File: config.mk
export PLATFORM = sky130hd
export DESIGN_NAME = cail_param_loader_flat
export DESIGN_NICKNAME = d
export VERILOG_FILES = /design/src/rtl/cail_param_loader_if.sv /design/src/rtl/cail_param_loader.sv /design/src/flat_wrapper.sv
export SDC_FILE = /design/constraint.sdc
export NUM_CORES = 1
export LEC_CHECK = 0
export ABC_AREA = 1
export CAP_MARGIN = 20
export CORE_UTILIZATION = 40
export DETAILED_ROUTE_END_ITERATION = 6
export PLACE_DENSITY = 0.59
export SLEW_MARGIN = 20
export SYNTH_ARGS = -nofsm -noshare
export SYNTH_HDL_FRONTEND = slang
export SYNTH_SLANG_ARGS = --single-unit
File: constraint.sdc
create_clock -name clk -period 3 [get_ports clk]
set_clock_uncertainty 0.2 [all_clocks]
set_input_delay 0.6 -clock clk [delete_from_list [all_inputs] [get_ports clk]]
set_output_delay 0.6 -clock clk [all_outputs]
set_load 0.05 [all_outputs]
File: src/rtl/cail_param_loader_if.sv
// EEPROM byte-access bus between the calibration loader and the
// EEPROM controller: level request, one-cycle done/err response.
interface cail_param_loader_if;
   logic        ee_rd_req_o;
   logic        ee_wr_req_o;
   logic [15:0] ee_addr_o;
   logic [7:0]  ee_wdata_o;
   logic [7:0]  ee_rdata_i;
   logic        ee_done_i;
   logic        ee_err_i;

   modport master (
      output ee_rd_req_o,
      output ee_wr_req_o,
      output ee_addr_o,
      output ee_wdata_o,
      input  ee_rdata_i,
      input  ee_done_i,
      input  ee_err_i
   );

   modport slave (
      input  ee_rd_req_o,
      input  ee_wr_req_o,
      input  ee_addr_o,
      input  ee_wdata_o,
      output ee_rdata_i,
      output ee_done_i,
      output ee_err_i
   );
endinterface

File: src/rtl/cail_param_loader.sv
// Loads/saves the 9-byte ADC calibration record (offset, gain,
// checksum) over the EEPROM byte bus and presents the active words.
module cail_param_loader #(
   parameter logic [15:0] BASE_ADDR = 16'h0000,
   parameter logic [31:0] DEF_SUB   = 32'd0,
   parameter logic [31:0] DEF_MULT  = 32'h0001_0000,
   parameter int unsigned RETRY     = 2,
   parameter logic [23:0] TIMEOUT   = 24'd5_000_000
) (
   input  logic                       clk,
   input  logic                       rst_n,
   input  logic                       reload_i,
   input  logic                       save_i,
   input  logic [31:0]                sub_i,
   input  logic [31:0]                mult_i,
   cail_param_loader_if.master        ee,
   output logic [31:0]                cail_sub_o,
   output logic [31:0]                cail_mult_o,
   output logic                       param_valid_o,
   output logic                       param_src_o,
   output logic                       busy_o,
   output logic                       err_o
);

   typedef enum logic [2:0] {
      S_IDLE,
      S_LOAD_REQ,
      S_LOAD_WAIT,
      S_CHECK,
      S_RETRY,
      S_SAVE_REQ,
      S_SAVE_WAIT,
      S_DONE
   } state_t;

   state_t      state_q, state_d;
   logic [3:0]  idx_q, idx_d;
   logic [7:0]  att_q, att_d;
   logic [23:0] tcnt_q, tcnt_d;
   logic [63:0] data_q, data_d;
   logic [7:0]  sum_q, sum_d;
   logic [7:0]  chk_q, chk_d;
   logic        rd_req_q, rd_req_d;
   logic        wr_req_q, wr_req_d;
   logic [15:0] addr_q, addr_d;
   logic [7:0]  wdata_q, wdata_d;
   logic [31:0] sub_q, sub_d;
   logic [31:0] mult_q, mult_d;
   logic        valid_q, valid_d;
   logic        src_q, src_d;
   logic        busy_q, busy_d;
   logic        err_q, err_d;

   logic        tmo;
   logic [2:0]  bsel;
   logic [7:0]  sel_byte;
   logic [15:0] byte_addr;

   function automatic logic [7:0] byte_sum(input logic [63:0] v);
      logic [7:0] s;
      s = 8'd0;
      for (int i = 0; i < 8; i++) s = s + v[i*8 +: 8];
      return s;
   endfunction

   assign tmo       = (tcnt_q == TIMEOUT - 24'd1);
   assign bsel      = 3'd7 - idx_q[2:0];
   assign byte_addr = BASE_ADDR + {12'd0, idx_q};
   // byte 8 of a save is the checksum of the captured words
   assign sel_byte  = (idx_q == 4'd8) ? ~sum_q
                                      : data_q[{bsel, 3'b000} +: 8];

   always_comb begin
      state_d  = state_q;
      idx_d    = idx_q;
      att_d    = att_q;
      tcnt_d   = tcnt_q;
      data_d   = data_q;
      sum_d    = sum_q;
      chk_d    = chk_q;
      rd_req_d = rd_req_q;
      wr_req_d = wr_req_q;
      addr_d   = addr_q;
      wdata_d  = wdata_q;
      sub_d    = sub_q;
      mult_d   = mult_q;
      valid_d  = valid_q;
      src_d    = src_q;
      err_d    = err_q;
      unique case (state_q)
         S_IDLE: begin
            idx_d   = 4'd0;
            att_d   = 8'd0;
            state_d = S_LOAD_REQ;
         end
         S_LOAD_REQ: begin
            rd_req_d = 1'b1;
            addr_d   = byte_addr;
            tcnt_d   = 24'd0;
            if (idx_q == 4'd0) sum_d = 8'd0;
            state_d  = S_LOAD_WAIT;
         end
         S_LOAD_WAIT: begin
            tcnt_d = tcnt_q + 24'd1;
            if (ee.ee_done_i) begin
               rd_req_d = 1'b0;
               if (idx_q == 4'd8) begin
                  chk_d   = ee.ee_rdata_i;
                  state_d = S_CHECK;
               end else begin
                  data_d  = {data_q[55:0], ee.ee_rdata_i};
                  sum_d   = sum_q + ee.ee_rdata_i;
                  idx_d   = idx_q + 4'd1;
                  state_d = S_LOAD_REQ;
               end
            end else if (ee.ee_err_i || tmo) begin
               rd_req_d = 1'b0;
               state_d  = S_RETRY;
            end
         end
         S_CHECK: begin
            if (~sum_q == chk_q) begin
               sub_d   = data_q[63:32];
               mult_d  = data_q[31:0];
               src_d   = 1'b1;
               err_d   = 1'b0;
               valid_d = 1'b1;
               state_d = S_DONE;
            end else begin
               state_d = S_RETRY;
            end
         end
         S_RETRY: begin
            if (32'(att_q) < RETRY) begin
               att_d   = att_q + 8'd1;
               idx_d   = 4'd0;
               state_d = S_LOAD_REQ;
            end else begin
               sub_d   = DEF_SUB;
               mult_d  = DEF_MULT;
               src_d   = 1'b0;
               err_d   = 1'b1;
               valid_d = 1'b1;
               state_d = S_DONE;
            end
         end
         S_SAVE_REQ: begin
            wr_req_d = 1'b1;
            addr_d   = byte_addr;
            wdata_d  = sel_byte;
            tcnt_d   = 24'd0;
            state_d  = S_SAVE_WAIT;
         end
         S_SAVE_WAIT: begin
            tcnt_d = tcnt_q + 24'd1;
            if (ee.ee_done_i) begin
               wr_req_d = 1'b0;
               if (idx_q == 4'd8) begin
                  sub_d   = data_q[63:32];
                  mult_d  = data_q[31:0];
                  src_d   = 1'b1;
                  err_d   = 1'b0;
                  valid_d = 1'b1;
                  state_d = S_DONE;
               end else begin
                  idx_d   = idx_q + 4'd1;
                  state_d = S_SAVE_REQ;
               end
            end else if (ee.ee_err_i || tmo) begin
               wr_req_d = 1'b0;
               err_d    = 1'b1;
               state_d  = S_DONE;
            end
         end
         S_DONE: begin
            if (save_i) begin
               data_d  = {sub_i, mult_i};
               sum_d   = byte_sum({sub_i, mult_i});
               idx_d   = 4'd0;
               state_d = S_SAVE_REQ;
            end else if (reload_i) begin
               idx_d   = 4'd0;
               att_d   = 8'd0;
               state_d = S_LOAD_REQ;
            end
         end
         default: state_d = S_IDLE;
      endcase
      busy_d = (state_d != S_DONE);
   end

   always_ff @(posedge clk or negedge rst_n) begin
      if (!rst_n) begin
         state_q  <= S_IDLE;
         idx_q    <= 4'd0;
         att_q    <= 8'd0;
         tcnt_q   <= 24'd0;
         data_q   <= 64'd0;
         sum_q    <= 8'd0;
         chk_q    <= 8'd0;
         rd_req_q <= 1'b0;
         wr_req_q <= 1'b0;
         addr_q   <= BASE_ADDR;
         wdata_q  <= 8'd0;
         sub_q    <= DEF_SUB;
         mult_q   <= DEF_MULT;
         valid_q  <= 1'b0;
         src_q    <= 1'b0;
         busy_q   <= 1'b0;
         err_q    <= 1'b0;
      end else begin
         state_q  <= state_d;
         idx_q    <= idx_d;
         att_q    <= att_d;
         tcnt_q   <= tcnt_d;
         data_q   <= data_d;
         sum_q    <= sum_d;
         chk_q    <= chk_d;
         rd_req_q <= rd_req_d;
         wr_req_q <= wr_req_d;
         addr_q   <= addr_d;
         wdata_q  <= wdata_d;
         sub_q    <= sub_d;
         mult_q   <= mult_d;
         valid_q  <= valid_d;
         src_q    <= src_d;
         busy_q   <= busy_d;
         err_q    <= err_d;
      end
   end

   assign ee.ee_rd_req_o = rd_req_q;
   assign ee.ee_wr_req_o = wr_req_q;
   assign ee.ee_addr_o   = addr_q;
   assign ee.ee_wdata_o  = wdata_q;
   assign cail_sub_o     = sub_q;
   assign cail_mult_o    = mult_q;
   assign param_valid_o  = valid_q;
   assign param_src_o    = src_q;
   assign busy_o         = busy_q;
   assign err_o          = err_q;

endmodule
File: src/flat_wrapper.sv
// flat-port wrapper written by rule: the top's interface ports become plain ports
module cail_param_loader_flat 
#(
   parameter logic [15:0] BASE_ADDR = 16'h0000,
   parameter logic [31:0] DEF_SUB   = 32'd0,
   parameter logic [31:0] DEF_MULT  = 32'h0001_0000,
   parameter int unsigned RETRY     = 2,
   parameter logic [23:0] TIMEOUT   = 24'd5_000_000
)
  (clk, rst_n, reload_i, save_i, sub_i, mult_i, cail_sub_o, cail_mult_o, param_valid_o, param_src_o, busy_o, err_o, ee_ee_rd_req_o, ee_ee_wr_req_o, ee_ee_addr_o, ee_ee_wdata_o, ee_ee_rdata_i, ee_ee_done_i, ee_ee_err_i);
  cail_param_loader_if ee_i ();
  input  logic clk;
  input  logic rst_n;
  input  logic reload_i;
  input  logic save_i;
  input  logic [31:0] sub_i;
  input  logic [31:0] mult_i;
  output logic [31:0] cail_sub_o;
  output logic [31:0] cail_mult_o;
  output logic param_valid_o;
  output logic param_src_o;
  output logic busy_o;
  output logic err_o;
  output wire logic [$bits(ee_i.ee_rd_req_o)-1:0] ee_ee_rd_req_o;
  output wire logic [$bits(ee_i.ee_wr_req_o)-1:0] ee_ee_wr_req_o;
  output wire logic [$bits(ee_i.ee_addr_o)-1:0] ee_ee_addr_o;
  output wire logic [$bits(ee_i.ee_wdata_o)-1:0] ee_ee_wdata_o;
  input wire logic [$bits(ee_i.ee_rdata_i)-1:0] ee_ee_rdata_i;
  input wire logic [$bits(ee_i.ee_done_i)-1:0] ee_ee_done_i;
  input wire logic [$bits(ee_i.ee_err_i)-1:0] ee_ee_err_i;
  assign ee_ee_rd_req_o = ee_i.ee_rd_req_o;
  assign ee_ee_wr_req_o = ee_i.ee_wr_req_o;
  assign ee_ee_addr_o = ee_i.ee_addr_o;
  assign ee_ee_wdata_o = ee_i.ee_wdata_o;
  assign ee_i.ee_rdata_i = ee_ee_rdata_i;
  assign ee_i.ee_done_i = ee_ee_done_i;
  assign ee_i.ee_err_i = ee_ee_err_i;
  cail_param_loader #(.BASE_ADDR(BASE_ADDR), .DEF_SUB(DEF_SUB), .DEF_MULT(DEF_MULT), .RETRY(RETRY), .TIMEOUT(TIMEOUT)) u_core (.clk(clk), .rst_n(rst_n), .reload_i(reload_i), .save_i(save_i), .sub_i(sub_i), .mult_i(mult_i), .ee(ee_i), .cail_sub_o(cail_sub_o), .cail_mult_o(cail_mult_o), .param_valid_o(param_valid_o), .param_src_o(param_src_o), .busy_o(busy_o), .err_o(err_o));
endmodule
-- After elaboration in Yosys (flattened, before gate mapping)
Index checks and enable logic that the tools add are counted.
- add/sub/neg operators: 12
- order comparisons: 1
- equal/unequal tests: 28
- shifts and indexed selects: 1
- mux-type cells: 58
- bitwise operators: 1
- reductions and logical operators: 22
- operators with widths (cell ; count):
    two-way mux 32 bit ; 8
    two-way mux 64 bit ; 3
    one-hot mux 32 bit (3 select lines) ; 2
    one-hot mux 64 bit (2 select lines) ; 1
    adder 8 bit ; 8
    two-way mux 8 bit ; 8
    indexed part select 64 x 7 -> 8 bit ; 1
    one-hot mux 24 bit (2 select lines) ; 1
    one-hot mux 8 bit (3 select lines) ; 2
    adder 24 x 1 -> 24 bit (second input constant) ; 1
    == test 24 x 23 -> 1 bit (second input constant) ; 1
    one-hot mux 3 bit (8 select lines) ; 1
    two-way mux 3 bit ; 7
    two-way mux 4 bit ; 5
    AND reduction 5 bit ; 4
    != test 2 bit (second input constant) ; 8
    one-hot mux 4 bit (4 select lines) ; 1
    == test 3 bit (second input constant) ; 4
    two-way mux 1 bit ; 11
    != test 2 x 1 -> 1 bit (second input constant) ; 5
    != test 3 x 2 -> 1 bit (second input constant) ; 3
    one-hot mux 1 bit (3 select lines) ; 3
    nonzero test 3 bit ; 3
    adder 8 x 1 -> 8 bit (second input constant) ; 1
    other kinds (20) ; 31
- register bits: 201
- input port bits: 78
- output and inout port bits: 94
- logic and storage cells: 140

-- Logic depth before layout (Yosys ltp)
- depth after elaboration: 9
- gate-level depth with buffers: 20
- mapped depth without buffers: 20

-- Worst setup path after synthesis
Ideal clock, no wire load.
- path type: input to register
- from: input port sub_i[2]
- to: register u_core.sum_q[6]
- setup time: 0.077 ns
- data arrival time: 3.992 ns
- data required time: 2.723 ns
- setup slack: -1.269 ns
- stages on the path: 18
- buffers on the path: 0
- cell sequence: inv_1 -> fa_1 -> inv_1 -> fa_1 -> fa_1 -> inv_1 -> fa_1 -> inv_1 -> ha_1 -> inv_1 -> fa_1 -> inv_1 -> nand2_1 -> nand2_1 -> a21oi_1 -> xor2_1 -> o21a_1 -> a21oi_1
- cells in the longest elaborated chain, start to end: 6
- ends and longest elaborated chain (element ; line ; source):
    from (decl) ; flat_wrapper.sv:16 ; input logic [31:0] sub_i;
    adder 8 bit (4 in series) ; cail_param_loader.sv:62 ; for (int i = 0; i < 8; i++) s = s + v[i*8 +: 8];
    two-way mux 8 bit ; cail_param_loader.sv:176 ; if (save_i) begin
    one-hot mux 8 bit (3 select lines) ; cail_param_loader.sv:90 ; unique case (state_q)
    to (signal assigned) ; cail_param_loader.sv:217 ; sum_q <= sum_d;
    to (decl) ; cail_param_loader.sv:41 ; logic [7:0] sum_q, sum_d;
Every way passes these cells. The select of a mux whose other input is x is not followed.
A chain may end at the register's enable or synchronous reset.

-- Final worst setup path
- from: input port sub_i[26]
- to: register u_core.sum_q[6]
- cells in the longest elaborated chain, start to end: 3
- ends and longest elaborated chain (element ; line):
    adder 8 bit ; cail_param_loader.sv:62
    two-way mux 8 bit ; cail_param_loader.sv:176
    one-hot mux 8 bit (3 select lines) ; cail_param_loader.sv:90
Every way passes these cells. The select of a mux whose other input is x is not followed.

==> flow_metrics.env <==
export IMPL_die_w_um=170
export IMPL_hpwl_um=25800
export IMPL_syn2layout_area_growth_pct=29.0
export IMPL_regToRegStartpoint="u_core.state_q[1]$_DFF_PN0_"
export IMPL_ys_ff_latch=201
export IMPL_min_to="u_core.data_q[4]$_DFFE_PN0P_"
export IMPL_maxSlewHeadroom_pct=46.9
export IMPL_gp_congestion=0.865
export IMPL_crit_path_max_fanout=2
export IMPL_rsz0062_at_grt="yes"
export IMPL_min_period_over_period_pct=129
export IMPL_ant_nets=0
export IMPL_timing_critical_path_cells="buf_12 > inv_8 > fa_1 > inv_2 > fa_1 > fa_1 > inv_2 > fa_1 > inv_2 > ha_4 > inv_2 > fa_2 > inv_2 > nand2_2 > nand2_2 > a21oi_2 > xor2_1 > o21a_1 > a21oi_2"
export IMPL_cts_root_buf="clkbuf_16"
export IMPL_max_cap_violations=0
export IMPL_core_area_mm2=0.0278
export IMPL_crit_path_top_delay_cell="fa_1"
export IMPL_grt_use_total_pct=24.4
export IMPL_final_common_cell="nand2_1"
export IMPL_yosys_warnings=0
export IMPL_fmax_ghz=0.259
export IMPL_first_global_vias=9690
export IMPL_drive_gt1_share_pct=13.5
export IMPL_worstPathRequired_ps=3250
export IMPL_cts_sinks=201
export IMPL_clk_pin_slew_ps=60
export IMPL_antenna_found_initial=1
export IMPL_period_minus_slack_ps=3860
export IMPL_fp_row_count=61
export IMPL_synth_cell_types=47
export IMPL_synth_edf_count=0
export IMPL_crit_arrival_ps=4110
export IMPL_hold_viol=0
export IMPL_syn_area_mm2=0.0113
export IMPL_endpoint_kind="register"
export IMPL_grt_pass1_wl_um=54300
export IMPL_async_flop_share_pct=100
export IMPL_synthFlopType="dfrtp_1"
export IMPL_slew_violations=0
export IMPL_leakage_nw=6.98
export IMPL_num_io_pins=172
export IMPL_violations="negative setup slack"
export IMPL_setup_tns_final_ps=-3750
export IMPL_clock_latency_ps=520
export IMPL_reg2reg_depth=9
export IMPL_final_nets=1744
export IMPL_hold_start="mult_i[4]"
export IMPL_die_h_um=170
export IMPL_r2r_setup_slack_ps=280
export IMPL_synth_avg_cell_area_um2=8.08
export IMPL_final_util_pct=52.6
export IMPL_power_density_mw_per_mm2=1120
export IMPL_clockBufferDepth=3
export IMPL_hold_path_cell_count=3
export IMPL_mostFrequentLayoutCells="nand2_1 (428), dfrtp_1 (200), inv_1 (131)"
export IMPL_dr_pass1_iters=7
export IMPL_regArea_mm2=0.00503
export IMPL_cts_tree="done"
export IMPL_io_buffers=159
export IMPL_first_iter_violations=749
export IMPL_status="finished, violations left"
export IMPL_timing_rr_end="u_core.sum_q[4]$_DFFE_PN0P_"
export IMPL_ir_drop_mv=0.695
export IMPL_vias=10050
export IMPL_routed_wl_um=34300
export IMPL_slowest_delay_ps=560
export IMPL_critPathMostFrequentCell="inv_2"
export IMPL_numCtsBuffers=24
export IMPL_grt_max_degree=80
export IMPL_crit_type="primary input to register"
export IMPL_ys_seq_area_share_pct=44.4
export IMPL_viasPerCell=5.01
export IMPL_synth_cells=1402
export IMPL_grt_overflow_total=0
export IMPL_start_util_pct=40.8
export IMPL_critPathLaunch="sub_i[26]"
export IMPL_multi_input_comb_area_mm2=0.00545
export IMPL_min_path_type="primary input to register"
export IMPL_die_area_mm2=0.0290
export IMPL_n_fill_cell=2718
export IMPL_avgRoutedWirePerCell_um=17.1
export IMPL_setup_viol=6
export IMPL_drc_errors=0
export IMPL_critPathLaunchType="primary input"
export IMPL_worst_pin_slew_ps=793
export IMPL_cts_htree_levels=1
export IMPL_setup_slack_ps=-859
## routing by layer
metal	GRT usage, %	part of all wire [%]	up-vias
li1	-	-	4900
met1	35.9	47	4759
met2	37.1	44	327
met3	3.63	6.0	64
met4	6.78	2.9	0
met5	0	0	-
## registers in the layout, indices dropped and copies added, names as in the netlist, 3 cells and up
| name | count |
|---|---|
| u_core.state_q | 3 |
| u_core.cail_sub_o | 32 |
| u_core.data_q | 64 |
| u_core.idx_q | 4 |
| u_core.chk_q | 8 |
| u_core.att_q | 8 |
| u_core.tcnt_q | 24 |
| u_core.sum_q | 8 |
| u_core.ee.ee_wdata_o | 8 |
| u_core.ee.ee_addr_o | 4 |
| u_core.cail_mult_o | 32 |
## through the flow
stage / area (um2) / cells / hold slack (ps) / total power [mW] / setup slack [ps]
final: 14600 / 2004 / 164 / 16.3 / -859
after global routing: 14600 / 2003 / 181 / 17.5 / -983
after CTS: 14600 / 2004 / 152 / 16.4 / -853
after detailed placement: 13800 / 1952 / 250 / 13.2 / -1860
after global placement: 13800 / 1952 / 249 / 13.1 / -1850
after floorplan: 11400 / 1413 / 104 / 10.2 / -1090
## worst max-delay path by stage
stage                                              to  slack, ps  cells past startpoint
after floorplan           u_core.sum_q[6]$_DFFE_PN0P_      -1090                     18
after global placement    u_core.sum_q[6]$_DFFE_PN0P_      -1850                     20
after detailed placement  u_core.sum_q[6]$_DFFE_PN0P_      -1860                     20
after CTS                 u_core.sum_q[6]$_DFFE_PN0P_       -850                     19
after global routing      u_core.sum_q[6]$_DFFE_PN0P_       -980                     19
final                     u_core.sum_q[6]$_DFFE_PN0P_       -860                     19
## worst max-delay path: cells and delay by family
| kind | cells | cell delay, ps |
|---|---|---|
| xor+xnor | 1 | 140 |
| simple gates | 2 | 110 |
| buf+inv | 7 | 400 |
| compound gates | 3 | 340 |
| fa+ha+maj | 6 | 2550 |
## power breakdown
part	internal, mW	switching, mW
sequential	3.75	0.969
combinational	3.16	5.61
clock	1.70	1.13
total	8.61	7.72
## final cells by class
type / count / area share (%)
Antenna cell: 1 / 0.0171
Clock buffer: 43 / 5.23
Clock inverter: 1 / 0.0514
Inverter: 168 / 4.39
Multi-Input combinational cell: 972 / 37.3
Sequential cell: 201 / 34.5
Tap cell: 378 / 3.24
Timing Repair Buffer: 240 / 15.3
## cells by family (layout without fill, tap and decap cells)
kind of cell / after synthesis / after routing / share of synthesized area, %
and+or+nand+nor: 612 / 612 / 22.0
AOI/OAI and AO/OA: 261 / 261 / 13.2
buffers and inverters: 240 / 452 / 8.87
DFF: 201 / 201 / 44.4
adders and majority gates: 59 / 59 / 9.17
xor gates and xnor gates: 19 / 19 / 1.47
muxes: 9 / 9 / 0.873
other: 1 / 13 / 0.0331
## what timing repair did
action                                 4_1_cts  5_1_grt
setup endpoints to repair                    7        7
setup buffers                                8        0
hold buffers                                 1        0
gates resized for setup                    147       34
pin swaps                                   44       25
endpoints found under the hold margin       42        0
cloned                                       0        0
## Yosys cell counts (all sizes together) (2+ instances only)
master    n  area (um2)
buf      43         265
a21oi    59         299
xor2      9        78.8
nor2     94         402
nand2   435        1640
mux2i     2        20.0
xnor2    10        87.6
dfrtp   200        5000
nand3    54         270
o22ai     2        12.5
nand4    12        75.1
a31oi    34         213
o21a      2        15.0
inv     168         631
o211ai   33         248
fa       40         801
nor3     12        65.1
o21ai   118         591
a221oi    5        43.8
mux2      7        78.8
ha       19         238
a21boi    2        18.8
or2       2        12.5
clkbuf   29         109
Power figures use the tool's default switching activity.
